$ cat config.mk
export PLATFORM = sky130hd
export DESIGN_NAME = voice_action_ctrl_flat
export DESIGN_NICKNAME = d
export VERILOG_FILES = /design/src/rtl/voice_action_ctrl_if.sv /design/src/rtl/voice_action_ctrl.sv /design/src/flat_wrapper.sv
export SDC_FILE = /design/constraint.sdc
export NUM_CORES = 1
export LEC_CHECK = 0
export ABC_AREA = 1
export ABC_CLOCK_PERIOD_IN_PS = 3100
export CORE_MARGIN = 1.5
export CORE_UTILIZATION = 25
export DETAILED_ROUTE_END_ITERATION = 8
export GPL_TIMING_DRIVEN = 1
export HOLD_SLACK_MARGIN = 0.03
export MAX_ROUTING_LAYER = met4
export PLACE_DENSITY = 0.56
export SYNTH_ARGS = -nofsm -noshare
export SYNTH_HDL_FRONTEND = slang
export SYNTH_SLANG_ARGS = --single-unit
$ cat constraint.sdc
create_clock -name i_clk -period 3.1 [get_ports i_clk]
set_input_delay 0.62 -clock i_clk [delete_from_list [all_inputs] [get_ports i_clk]]
set_output_delay 0.62 -clock i_clk [all_outputs]
set_load 0.01 [all_outputs]
$ cat src/rtl/voice_action_ctrl_if.sv
// Sample/control bundle between the volume averager and the game logic.
// The averager side (master) supplies volume samples and enable. The
// controller side (slave) returns run level, speed, jump events and debug state.
interface voice_action_ctrl_if;
  logic        enable;
  logic        vol_valid;
  logic [7:0]  vol;
  logic        run;
  logic [15:0] run_speed;
  logic        jump;
  logic [15:0] jump_height;
  logic [1:0]  jstate;

  modport master (
    output enable, vol_valid, vol,
    input  run, run_speed, jump, jump_height, jstate
  );

  modport slave (
    input  enable, vol_valid, vol,
    output run, run_speed, jump, jump_height, jstate
  );
endinterface

$ cat src/rtl/voice_action_ctrl.sv
// voice_action_ctrl: turns averaged microphone volume samples into game
// control. Run is a hysteretic level with a 2/3/4 speed. Jump is a one-cycle
// pulse whose height is derived from the burst peak.
//
// Optional build macro SPEED_RAMP_EN: when defined, speed moves at most one
// step per valid sample toward its target while running. When undefined,
// speed loads the target directly.
//
// Jump FSM states:
//   state  | meaning
//   J_IDLE | waiting for a sample at or above JUMP_TH
//   J_RISE | inside a burst, tracking peak and burst length
//   J_COOL | jump just fired, ignoring COOLDOWN valid samples
//   (3)    | unused, recovers to J_IDLE
module voice_action_ctrl #(
  parameter logic [7:0]  RUN_ON       = 8'd30,
  parameter logic [7:0]  RUN_OFF      = 8'd25,
  parameter logic [7:0]  SPD3_TH      = 8'd45,
  parameter logic [7:0]  SPD4_TH      = 8'd60,
  parameter logic [7:0]  JUMP_TH      = 8'd80,
  parameter int unsigned MAX_RISE     = 6,
  parameter int unsigned COOLDOWN     = 4,
  parameter logic [15:0] JUMP_BASE    = 16'd8,
  parameter int unsigned HEIGHT_SHIFT = 2
) (
  input  logic               i_clk,
  input  logic               i_rst,
  voice_action_ctrl_if.slave bus
);

  localparam int unsigned RISE_W = $clog2(MAX_RISE + 1);
  localparam int unsigned COOL_W = $clog2(COOLDOWN + 1);
  localparam logic [RISE_W-1:0] RISE_LAST = RISE_W'(MAX_RISE);
  localparam logic [RISE_W-1:0] RISE_ONE  = RISE_W'(1);
  localparam logic [COOL_W-1:0] COOL_LAST = COOL_W'(COOLDOWN);
  localparam logic [15:0] SPEED_MIN = 16'd2;
  localparam logic [15:0] SPEED_MID = 16'd3;
  localparam logic [15:0] SPEED_MAX = 16'd4;

  typedef enum logic [1:0] {
    J_IDLE = 2'd0,
    J_RISE = 2'd1,
    J_COOL = 2'd2
  } jstate_t;

  jstate_t           state_q, state_d;
  logic [7:0]        peak_q, peak_d;
  logic [RISE_W-1:0] rise_q, rise_d;
  logic [COOL_W-1:0] cool_q, cool_d;
  logic              run_q, run_d;
  logic [15:0]       speed_q, speed_d;
  logic              jump_q, jump_d;
  logic [15:0]       height_q, height_d;

  logic [15:0]       speed_target;
  logic              vol_above_jump;
  logic [7:0]        peak_max;
  logic [RISE_W-1:0] rise_inc;
  logic [COOL_W-1:0] cool_inc;
  logic              fire;
  logic [7:0]        fire_peak;

  // Height excess is computed in 8 bits: peak >= JUMP_TH whenever a jump
  // fires, so the subtraction cannot wrap, even at peak = 255.
  function automatic logic [15:0] height_of(input logic [7:0] pk);
    logic [7:0] excess;
    excess = (pk - JUMP_TH) >> HEIGHT_SHIFT;
    return JUMP_BASE + {8'd0, excess};
  endfunction

  // Speed the current sample asks for, independent of run state.
  always_comb begin
    speed_target = SPEED_MIN;
    if (bus.vol >= SPD4_TH) begin
      speed_target = SPEED_MAX;
    end else if (bus.vol >= SPD3_TH) begin
      speed_target = SPEED_MID;
    end
  end

  // Run hysteresis and speed tracking, advanced only by valid samples.
  always_comb begin
    run_d   = run_q;
    speed_d = speed_q;
    if (!bus.enable) begin
      run_d   = 1'b0;
      speed_d = SPEED_MIN;
    end else if (bus.vol_valid) begin
      if (!run_q && (bus.vol >= RUN_ON)) begin
        run_d = 1'b1;
      end else if (run_q && (bus.vol < RUN_OFF)) begin
        run_d = 1'b0;
      end

      if (!run_d) begin
        speed_d = SPEED_MIN;
      end else begin
`ifdef SPEED_RAMP_EN
        // While stopped, speed already sits at 2, so a rising run ramps from 2.
        if (speed_target > speed_q) begin
          speed_d = speed_q + 16'd1;
        end else if (speed_target < speed_q) begin
          speed_d = speed_q - 16'd1;
        end
`else
        speed_d = speed_target;
`endif
      end
    end
  end

  // Jump FSM next state: burst tracking, fire decision and cooldown.
  always_comb begin
    state_d        = state_q;
    peak_d         = peak_q;
    rise_d         = rise_q;
    cool_d         = cool_q;
    jump_d         = 1'b0;
    height_d       = height_q;
    fire           = 1'b0;
    fire_peak      = peak_q;
    vol_above_jump = (bus.vol >= JUMP_TH);
    peak_max       = (bus.vol > peak_q) ? bus.vol : peak_q;
    rise_inc       = rise_q + 1'b1;
    cool_inc       = cool_q + 1'b1;

    if (!bus.enable) begin
      // A burst that is cut off by enable is dropped without a pulse.
      state_d = J_IDLE;
      peak_d  = 8'd0;
      rise_d  = '0;
      cool_d  = '0;
    end else if (bus.vol_valid) begin
      case (state_q)
        J_IDLE: begin
          if (vol_above_jump) begin
            state_d = J_RISE;
            peak_d  = bus.vol;
            rise_d  = RISE_ONE;
          end
        end
        J_RISE: begin
          if (vol_above_jump) begin
            peak_d = peak_max;
            rise_d = rise_inc;
            if (rise_inc == RISE_LAST) begin
              // Burst too long: force the jump out, peak includes this sample.
              fire      = 1'b1;
              fire_peak = peak_max;
            end
          end else begin
            fire      = 1'b1;
            fire_peak = peak_q;
          end
        end
        J_COOL: begin
          // The sample that ends cooldown is consumed here and never starts a burst.
          if (cool_inc == COOL_LAST) begin
            state_d = J_IDLE;
            cool_d  = '0;
          end else begin
            cool_d = cool_inc;
          end
        end
        default: begin
          state_d = J_IDLE;
          peak_d  = 8'd0;
          rise_d  = '0;
          cool_d  = '0;
        end
      endcase

      if (fire) begin
        jump_d   = 1'b1;
        height_d = height_of(fire_peak);
        state_d  = J_COOL;
        cool_d   = '0;
        peak_d   = 8'd0;
        rise_d   = '0;
      end
    end
  end

  // Register all state and outputs; reset wins over enable and samples.
  always_ff @(posedge i_clk) begin
    if (i_rst) begin
      state_q  <= J_IDLE;
      peak_q   <= 8'd0;
      rise_q   <= '0;
      cool_q   <= '0;
      run_q    <= 1'b0;
      speed_q  <= SPEED_MIN;
      jump_q   <= 1'b0;
      height_q <= 16'd0;
    end else begin
      state_q  <= state_d;
      peak_q   <= peak_d;
      rise_q   <= rise_d;
      cool_q   <= cool_d;
      run_q    <= run_d;
      speed_q  <= speed_d;
      jump_q   <= jump_d;
      height_q <= height_d;
    end
  end

  assign bus.run         = run_q;
  assign bus.run_speed   = speed_q;
  assign bus.jump        = jump_q;
  assign bus.jump_height = height_q;
  assign bus.jstate      = state_q;

endmodule

$ cat src/flat_wrapper.sv
// flat-port wrapper written by rule: the top's interface ports become plain ports
module voice_action_ctrl_flat 
#(
  parameter logic [7:0]  RUN_ON       = 8'd30,
  parameter logic [7:0]  RUN_OFF      = 8'd25,
  parameter logic [7:0]  SPD3_TH      = 8'd45,
  parameter logic [7:0]  SPD4_TH      = 8'd60,
  parameter logic [7:0]  JUMP_TH      = 8'd80,
  parameter int unsigned MAX_RISE     = 6,
  parameter int unsigned COOLDOWN     = 4,
  parameter logic [15:0] JUMP_BASE    = 16'd8,
  parameter int unsigned HEIGHT_SHIFT = 2
)
  (i_clk, i_rst, bus_enable, bus_vol_valid, bus_vol, bus_run, bus_run_speed, bus_jump, bus_jump_height, bus_jstate);
  voice_action_ctrl_if bus_i ();
  input  logic i_clk;
  input  logic i_rst;
  input wire logic [$bits(bus_i.enable)-1:0] bus_enable;
  input wire logic [$bits(bus_i.vol_valid)-1:0] bus_vol_valid;
  input wire logic [$bits(bus_i.vol)-1:0] bus_vol;
  output wire logic [$bits(bus_i.run)-1:0] bus_run;
  output wire logic [$bits(bus_i.run_speed)-1:0] bus_run_speed;
  output wire logic [$bits(bus_i.jump)-1:0] bus_jump;
  output wire logic [$bits(bus_i.jump_height)-1:0] bus_jump_height;
  output wire logic [$bits(bus_i.jstate)-1:0] bus_jstate;
  assign bus_i.enable = bus_enable;
  assign bus_i.vol_valid = bus_vol_valid;
  assign bus_i.vol = bus_vol;
  assign bus_run = bus_i.run;
  assign bus_run_speed = bus_i.run_speed;
  assign bus_jump = bus_i.jump;
  assign bus_jump_height = bus_i.jump_height;
  assign bus_jstate = bus_i.jstate;
  voice_action_ctrl #(.RUN_ON(RUN_ON), .RUN_OFF(RUN_OFF), .SPD3_TH(SPD3_TH), .SPD4_TH(SPD4_TH), .JUMP_TH(JUMP_TH), .MAX_RISE(MAX_RISE), .COOLDOWN(COOLDOWN), .JUMP_BASE(JUMP_BASE), .HEIGHT_SHIFT(HEIGHT_SHIFT)) u_core (.i_clk(i_clk), .i_rst(i_rst), .bus(bus_i));
endmodule
==> results of run 1 <==
==> flip-flops by register name (all words and copies together), names as in the netlist <==
name                    flops
u_core.rise_q               3
u_core.bus.run              1
u_core.bus.run_speed        3
u_core.cool_q               3
u_core.peak_q               8
u_core.bus.jstate           2
u_core.bus.jump_height      7
u_core.bus.jump             1
==> worst paths after layout <==
check                           startpoint                                      to  slack [ns]  cells past startpoint
max                             bus_vol[7]  u_core.bus.jump_height[5]$_SDFFE_PP0P_        0.28                     19
min          u_core.peak_q[1]$_SDFFE_PP0P_           u_core.peak_q[1]$_SDFFE_PP0P_        0.47                      2
max reg2reg  u_core.peak_q[7]$_SDFFE_PP0P_  u_core.bus.jump_height[5]$_SDFFE_PP0P_        0.64                     19
min reg2reg  u_core.peak_q[1]$_SDFFE_PP0P_           u_core.peak_q[1]$_SDFFE_PP0P_        0.47                      2
==> metrics by stage <==
| step | area [um2] | total power, W |
|---|---|---|
| floorplan | 2017 | 0.0005155 |
| global placement | 2331 | 0.0005695 |
| detailed placement | 2331 | 0.0005718 |
| CTS | 2402 | 0.0008696 |
| global route | 2402 | 0.0009088 |
| finish | 2402 | 0.0008580 |
==> cells by family (layout without fill, tap and decap cells) <==
group / Yosys count / in the layout / synth area share (%)
AOI/OAI and AO/OA: 56 / 56 / 17.24
xor gates and xnor gates: 2 / 2 / 0.9040
adders and majority gates: 14 / 14 / 9.038
buffers and inverters: 64 / 84 / 16.66
DFF: 28 / 28 / 28.92
other: 1 / 22 / 0.1935
and+or+nand+nor: 116 / 116 / 27.05
==> cell usage after synthesis (2+ instances only) <==
cell,number
o31ai_1,2
clkbuf_1,2
a21oi_1,28
inv_1,36
buf_4,22
inv_2,4
dfxtp_1,28
nand2_1,60
o211ai_1,3
nand2_2,8
nand3_1,23
ha_1,14
o21ai_0,14
nand4_1,2
nor2_1,17
==> per-layer routing <==
metal / vias to the layer above / share of wire [%] / wire length, um
li1: 960 / - / -
met1: 846 / 45 / 2046
met2: 34 / 51 / 2289
met3: 4 / 3.1 / 141
met4: 0 / 0.95 / 43
met5: - / 0 / 0
==> power groups by stage <==
stage / registers, W / clock network, W / logic (W)
floorplan: 0.000385 / 0 / 0.000131
global placement: 0.000385 / 0 / 0.000185
detailed placement: 0.000385 / 0 / 0.000187
CTS: 0.000376 / 0.000305 / 0.000188
global route: 0.000378 / 0.000319 / 0.000212
finish: 0.000376 / 0.000294 / 0.000187
==> final cells by class <==
cell class | count | area, um2 | area share, %
Inverter | 40 | 150.1 | 6.250
Sequential cell | 28 | 560.5 | 23.33
Clock buffer | 3 | 41.29 | 1.719
Clock inverter | 1 | 30.03 | 1.250
Timing Repair Buffer | 40 | 362.8 | 15.10
Tap cell | 99 | 123.9 | 5.156
Multi-Input combinational cell | 210 | 1134 | 47.19
==> worst reg2reg max path, stage by stage, from the launching register on <==
cell	delay, ns
dfxtp_1	0.37
inv_1	0.07
ha_1	0.29
nand2_1	0.07
nor2_1	0.14
nand4_1	0.18
nand2_2	0.16
nand2_1	0.08
nand3_1	0.11
nand2_2	0.07
ha_1	0.21
nand3_1	0.08
nand2_1	0.06
inv_2	0.05
ha_1	0.16
inv_1	0.04
nand3_1	0.07
nand3_1	0.08
nand2_1	0.06
inv_1	0.03
==> cells in the final DEF, fill, tap and decap left out, types with 2 or more instances in the layout <==
master           instances
a21oi_1                 28
buf_4                   15
clkbuf_8                 3
clkdlybuf4s50_1         25
conb_1                  22
dfxtp_1                 28
ha_1                    14
inv_1                   36
inv_2                    4
nand2_1                 60
nand2_2                  8
nand3_1                 23
nand4_1                  2
nor2_1                  17
o211ai_1                 3
o21ai_0                 14
o31ai_1                  2
==> metrics.md, run 1 <==
| Metric | Value |
|---|---|
| Post-Syn Area | 1938 um2 |
| Rel. slew slack | 63.12% |
| Ratio of cells with drive above 1 in the final layout | 11.80% |
| Avg Synthesized Cell Area | 6.897 um2 |
| Static leakage | 1.076 nW |
| Clock net sink count | 28 |
| CTS Buffer Depth | 2 |
| Final ANT Viol Nets | 0 |
| Switching Power | 0.0002429 W |
| #FFs+latches synth | 28 |
| Sequential power share | 43.9% |
| IR drop worst, VDD | 171.4 uV |
| CP Cell Sequence | clkdlybuf4s50_1 -> ha_1 -> nand2_1 -> nor2_1 -> nand4_1 -> nand2_2 -> nand2_1 -> nand3_1 -> nand2_2 -> ha_1 -> nand3_1 -> nand2_1 -> inv_2 -> ha_1 -> inv_1 -> nand3_1 -> nand3_1 -> nand2_1 -> inv_1 |
| Post-synth EDFFs | 0 |
| Post-CTS setup buffers | 0 |
| Period utilization | 91.04% |
| Met1 GRT Util | 14.08% |
| Post-synth top area cell | dfxtp_1 |
| Post_cts resized | 0 |
| Global route total overflow | 0 |
| Global-route usage over all layers | 11.83% |
| Die Width | 91.05 um |
| Vias | 1844 |
| Initial DRC count | 79 |
| Worst Path Class, Setup | in2reg |
| Io pins | 48 |
| P&R area growth vs syn | 23.95% |
| Fillers | 817 |
| Buf/Inv on CP | 4 |
| Syn. warnings | 0 |
| Outcome | finished clean |
| Post-synthesis cell count | 281 |
| Initial core utilization | 26.30% |
| Clk_skew | 0.006873 ns |
| Number of remaining DRC errors | 0 |
| Combinational power share | 21.8% |
| Gr busiest metal | met2 |
| Fmax | 354.3 MHz |
| Post-synth top area share | 28.92% |
| Final nets | 349 |
| Die area | 8289 um2 |
| Clock power frac | 34.3% |
| Max-cap check violation count | 0 |
| Antenna diode count | 0 |
| CTS buffer count | 3 |
| Initial antenna violation count | 0 |
| Worst Path Arrival | 3.02 ns |
| Hold_buf cts | 0 |
| WL per Instance | 10.74 um |
| Die Ht | 91.05 um |
| GR Layer Usage met3 | 1.759% |
| Crit path largest cell delay | 0.44 ns |
| Post-synthesis async set-or-reset flop share | 0% |
| Vias per cell | 4.380 |
| Non-Filler Instances | 421 |
| Root buffer cell | clkbuf_8 |
| Yosys cell types | 33 |
| First-pass GRT wire length | 7900 um |
| Critical Path Source Type | primary input |
| P_int | 0.0006152 W |
| Clock-pin slew of the registers on the worst-case setup and hold paths | 0.10 ns |
| CP max stage cell | clkdlybuf4s50_1 |
| Setup ws final | 0.2777 ns |
| Register area share after synthesis | 28.92% |
| Crit path capture type | flip-flop |
| Delay-heaviest family, CP | simple AND/OR/NAND/NOR gates |
| Largest net degree at the start of global routing | 17 |
| Met2 usage | 20.90% |
| Top_reg_cell synth | dfxtp_1 |
| Fin util | 32.60% |
| IO Port Bufs | 25 |
| CTS tree | yes |
| Core area | 7370 um2 |
| DP Worst Slack | -0.02999 ns |
| Switching share of power | 28.30% |
| H-tree levels | 1 |
| Final hold violation count | 0 |
| PwrDens | 357.2 nW/um2 |
| Placer congestion estimate | 0.8343 |
| Clock latency on the worst-skew pair | 0.28 ns |
| Setup-failing EPs final | 0 |
| HP Class | reg2reg |
| Placement Rows | 31 |
| Dominant cells by area after synthesis | dfxtp_1 29%, nand2_1 12%, ha_1 9.0% |
| Setup TNS Final | 0 ns |
| Worst Path Required | 3.29 ns |
| DP HPWL | 3738 um |
| RSZ-0062 raised after global routing | no |
| Final Slew Violations | 0 |
| Vias in the first global route | 1795 |
| Measured slew at the worst slew-check pin | 0.5526 ns |
| WHS | 0.4698 ns |
| Inst Count DP | 417 |
| Final wirelength | 4521 um |
| Pre-antenna DRT Iters | 4 |
| Fin crit period | 2.822 ns |
| CP Max Fanout | 4 |
(Power assumes the default switching activity.)
==> inputs of run 2 (changes only) <==
--- a/config.mk
+++ b/config.mk
@@ -6,7 +6,7 @@
 export NUM_CORES = 1
 export LEC_CHECK = 0
 export ABC_AREA = 1
-export ABC_CLOCK_PERIOD_IN_PS = 3100
+export ABC_CLOCK_PERIOD_IN_PS = 3200
 export CORE_MARGIN = 1.5
 export CORE_UTILIZATION = 25
 export DETAILED_ROUTE_END_ITERATION = 8
==> constraint.sdc (replaced) <==
create_clock -name i_clk -period 3.2 [get_ports i_clk]
set_input_delay 0.64 -clock i_clk [delete_from_list [all_inputs] [get_ports i_clk]]
set_output_delay 0.64 -clock i_clk [all_outputs]
set_load 0.01 [all_outputs]
==> run 2 against run 1 <==
Power decreased by 10%. Sequential share of layout area increased by 0.46 points. Clock skew increased by 0.00090 ns. Flip-flop and latch count unchanged. Worst setup slack improved by 0.059 ns. Sequential power decreased by 3%. Clock-buffer cell count increased by 1. Register-to-register slack improved by 0.09 ns. Final cell count decreased by 0.95%. Critical path type unchanged. Critical endpoint unchanged. Largest power group unchanged.
==> metrics.md, run 2 (same netlist as run 1, synthesis figures left out) <==
| Metric | Value |
|---|---|
| First-pass GRT wire length | 7976 um |
| Period utilization | 89.47% |
| Clock net sink count | 28 |
| Largest net degree at the start of global routing | 17 |
| P&R area growth vs syn | 21.56% |
| CP max stage cell | clkdlybuf4s50_1 |
| Setup TNS Final | 0 ns |
| Final ANT Viol Nets | 0 |
| Io pins | 48 |
| Worst Path Class, Setup | in2reg |
| Ratio of cells with drive above 1 in the final layout | 10.69% |
| Worst Path Arrival | 3.10 ns |
| Max-cap check violation count | 0 |
| Critical Path Source Type | primary input |
| Reg2reg end | u_core.bus.jump_height[5]$_SDFFE_PP0P_ |
| H-tree levels | 1 |
| Rel. slew slack | 64.89% |
| R2R setup slack | 0.73 ns |
| Number of remaining DRC errors | 0 |
| Initial core utilization | 26.30% |
| Root buffer cell | clkbuf_8 |
| Finished Cell Area | 2356 um2 |
| Die Ht | 91.05 um |
| Final wirelength | 4586 um |
| Global route total overflow | 0 |
| Static leakage | 1.050 nW |
| Measured slew at the worst slew-check pin | 0.5261 ns |
| Placer congestion estimate | 0.7992 |
| Commonest non-fill, non-tap cell in the layout | nand2_1 |
| Pre-antenna DRT Iters | 4 |
| Worst Path Required | 3.43 ns |
| Vias in the first global route | 1793 |
| CP Max Fanout | 5 |
| R2R cell count | 20 |
| HP Class | reg2reg |
| DP Area | 2301 um2 |
| Crit path largest cell delay | 0.46 ns |
| Worst setup path endpoint | u_core.bus.jump_height[5]$_SDFFE_PP0P_ |
| Clk_skew | 0.007773 ns |
| CTS Buffer Depth | 2 |
| Vias per cell | 4.336 |
| Crit path capture type | flip-flop |
| Worst reg2reg startpoint | u_core.peak_q[7]$_SDFFE_PP0P_ |
| Hold_buf cts | 0 |
| Fmax | 349.3 MHz |
| Post_cts resized | 0 |
| Max reg flops | 8 |
| DP HPWL | 3711 um |
| CTS tree | yes |
| Outcome | finished clean |
| Fillers | 810 |
| Final hold violation count | 0 |
| Clock latency on the worst-skew pair | 0.28 ns |
| Final Slew Violations | 0 |
| WL per Instance | 11.00 um |
| Post-CTS setup buffers | 0 |
| Die Width | 91.05 um |
| Crit-path most repeated cell | nand2_1 |
| Core area | 7370 um2 |
| Antenna diode count | 0 |
| Vias | 1808 |
| Die area | 8289 um2 |
| Fin crit period | 2.863 ns |
| CTS buffer count | 3 |
| Top reg by flops | u_core.peak_q |
| Final nets | 345 |
| Setup-failing EPs final | 0 |
| Placement Rows | 31 |
| PwrDens | 327.4 nW/um2 |
| IR drop worst, VDD | 160.2 uV |
| Initial DRC count | 46 |
| Global-route usage over all layers | 12.02% |
| Crit path launch | bus_vol[5] |
| RSZ-0062 raised after global routing | no |
| Clock-pin slew of the registers on the worst-case setup and hold paths | 0.10 ns |
| CP Cell Sequence | clkdlybuf4s50_1 -> ha_1 -> nand2_1 -> nor2_1 -> nand4_1 -> nand2_2 -> nand2_1 -> nand3_1 -> nand2_2 -> ha_1 -> inv_1 -> nand2_1 -> nand2_1 -> inv_2 -> ha_1 -> inv_1 -> nand3_1 -> nand3_1 -> nand2_1 -> inv_1 |
| IO Port Bufs | 25 |
| Most frequent cells in the layout | 60 x nand2_1, 36 x inv_1, 28 x a21oi_1, 28 x dfxtp_1, 25 x clkdlybuf4s50_1 |
| Initial antenna violation count | 0 |
## run 2: layout make-up
| type | count | area (um2) | area share [%] |
|---|---|---|---|
| multi-input cells | 210 | 1134 | 48.11 |
| clock buffers | 4 | 55.05 | 2.337 |
| well taps | 99 | 123.9 | 5.258 |
| flip-flops and latches | 28 | 560.5 | 23.79 |
| inverters | 40 | 150.1 | 6.373 |
| repair buffers | 36 | 332.8 | 14.13 |
## run 2: stage by stage
step | util (%) | instances | hold WS [ns] | worst slack, ns | power, W
after global routing | 31.97 | 417 | 0.4936 | 0.008057 | 0.0008189
final | 31.97 | 417 | 0.4696 | 0.3368 | 0.0007714
after global placement | 31.22 | 413 | 0.4534 | 0.05921 | 0.0005491
after CTS | 31.97 | 417 | 0.4693 | 0.3283 | 0.0007797
after detailed placement | 31.22 | 413 | 0.4531 | 0.04471 | 0.0005503
after floorplan | - | 302 | 0.4391 | 0.6231 | 0.0004994
## run 2: critical path: cells and delay by family
family	cells	cell delay, ns
and+or+nand+nor	12	1.09
adders and majority gates	3	0.72
buffers and inverters	5	0.66
## run 2: power by group
part | switching (W) | total, W | internal, W
registers | 0.00000776 | 0.000365 | 0.000357
clock network | 0.000118 | 0.000229 | 0.000110
logic | 0.000110 | 0.000178 | 0.0000675
total | 0.000236 | 0.000771 | 0.000535
## run 2: worst min path at each step
stage / start / endpoint / slack (ns) / depth (start not counted)
6_report: u_core.peak_q[1]$_SDFFE_PP0P_ / u_core.peak_q[1]$_SDFFE_PP0P_ / 0.47 / 2
5_1_grt: u_core.bus.run_speed[2]$_SDFFE_PP0P_ / u_core.bus.run_speed[2]$_SDFFE_PP0P_ / 0.49 / 2
4_1_cts: u_core.peak_q[1]$_SDFFE_PP0P_ / u_core.peak_q[1]$_SDFFE_PP0P_ / 0.47 / 2
3_5_place_dp: u_core.peak_q[1]$_SDFFE_PP0P_ / u_core.peak_q[1]$_SDFFE_PP0P_ / 0.45 / 2
3_3_place_gp: u_core.peak_q[1]$_SDFFE_PP0P_ / u_core.peak_q[1]$_SDFFE_PP0P_ / 0.45 / 2
2_1_floorplan: u_core.peak_q[1]$_SDFFE_PP0P_ / u_core.peak_q[1]$_SDFFE_PP0P_ / 0.44 / 2
## run 2: per-layer routing
layer | vias to the layer above | global-route usage, % | share of wire [%]
met5 | - | - | 0
met4 | 0 | 3.776 | 1.6
met3 | 8 | 1.340 | 2.8
met2 | 33 | 20.83 | 49
met1 | 820 | 14.50 | 47
li1 | 947 | - | -
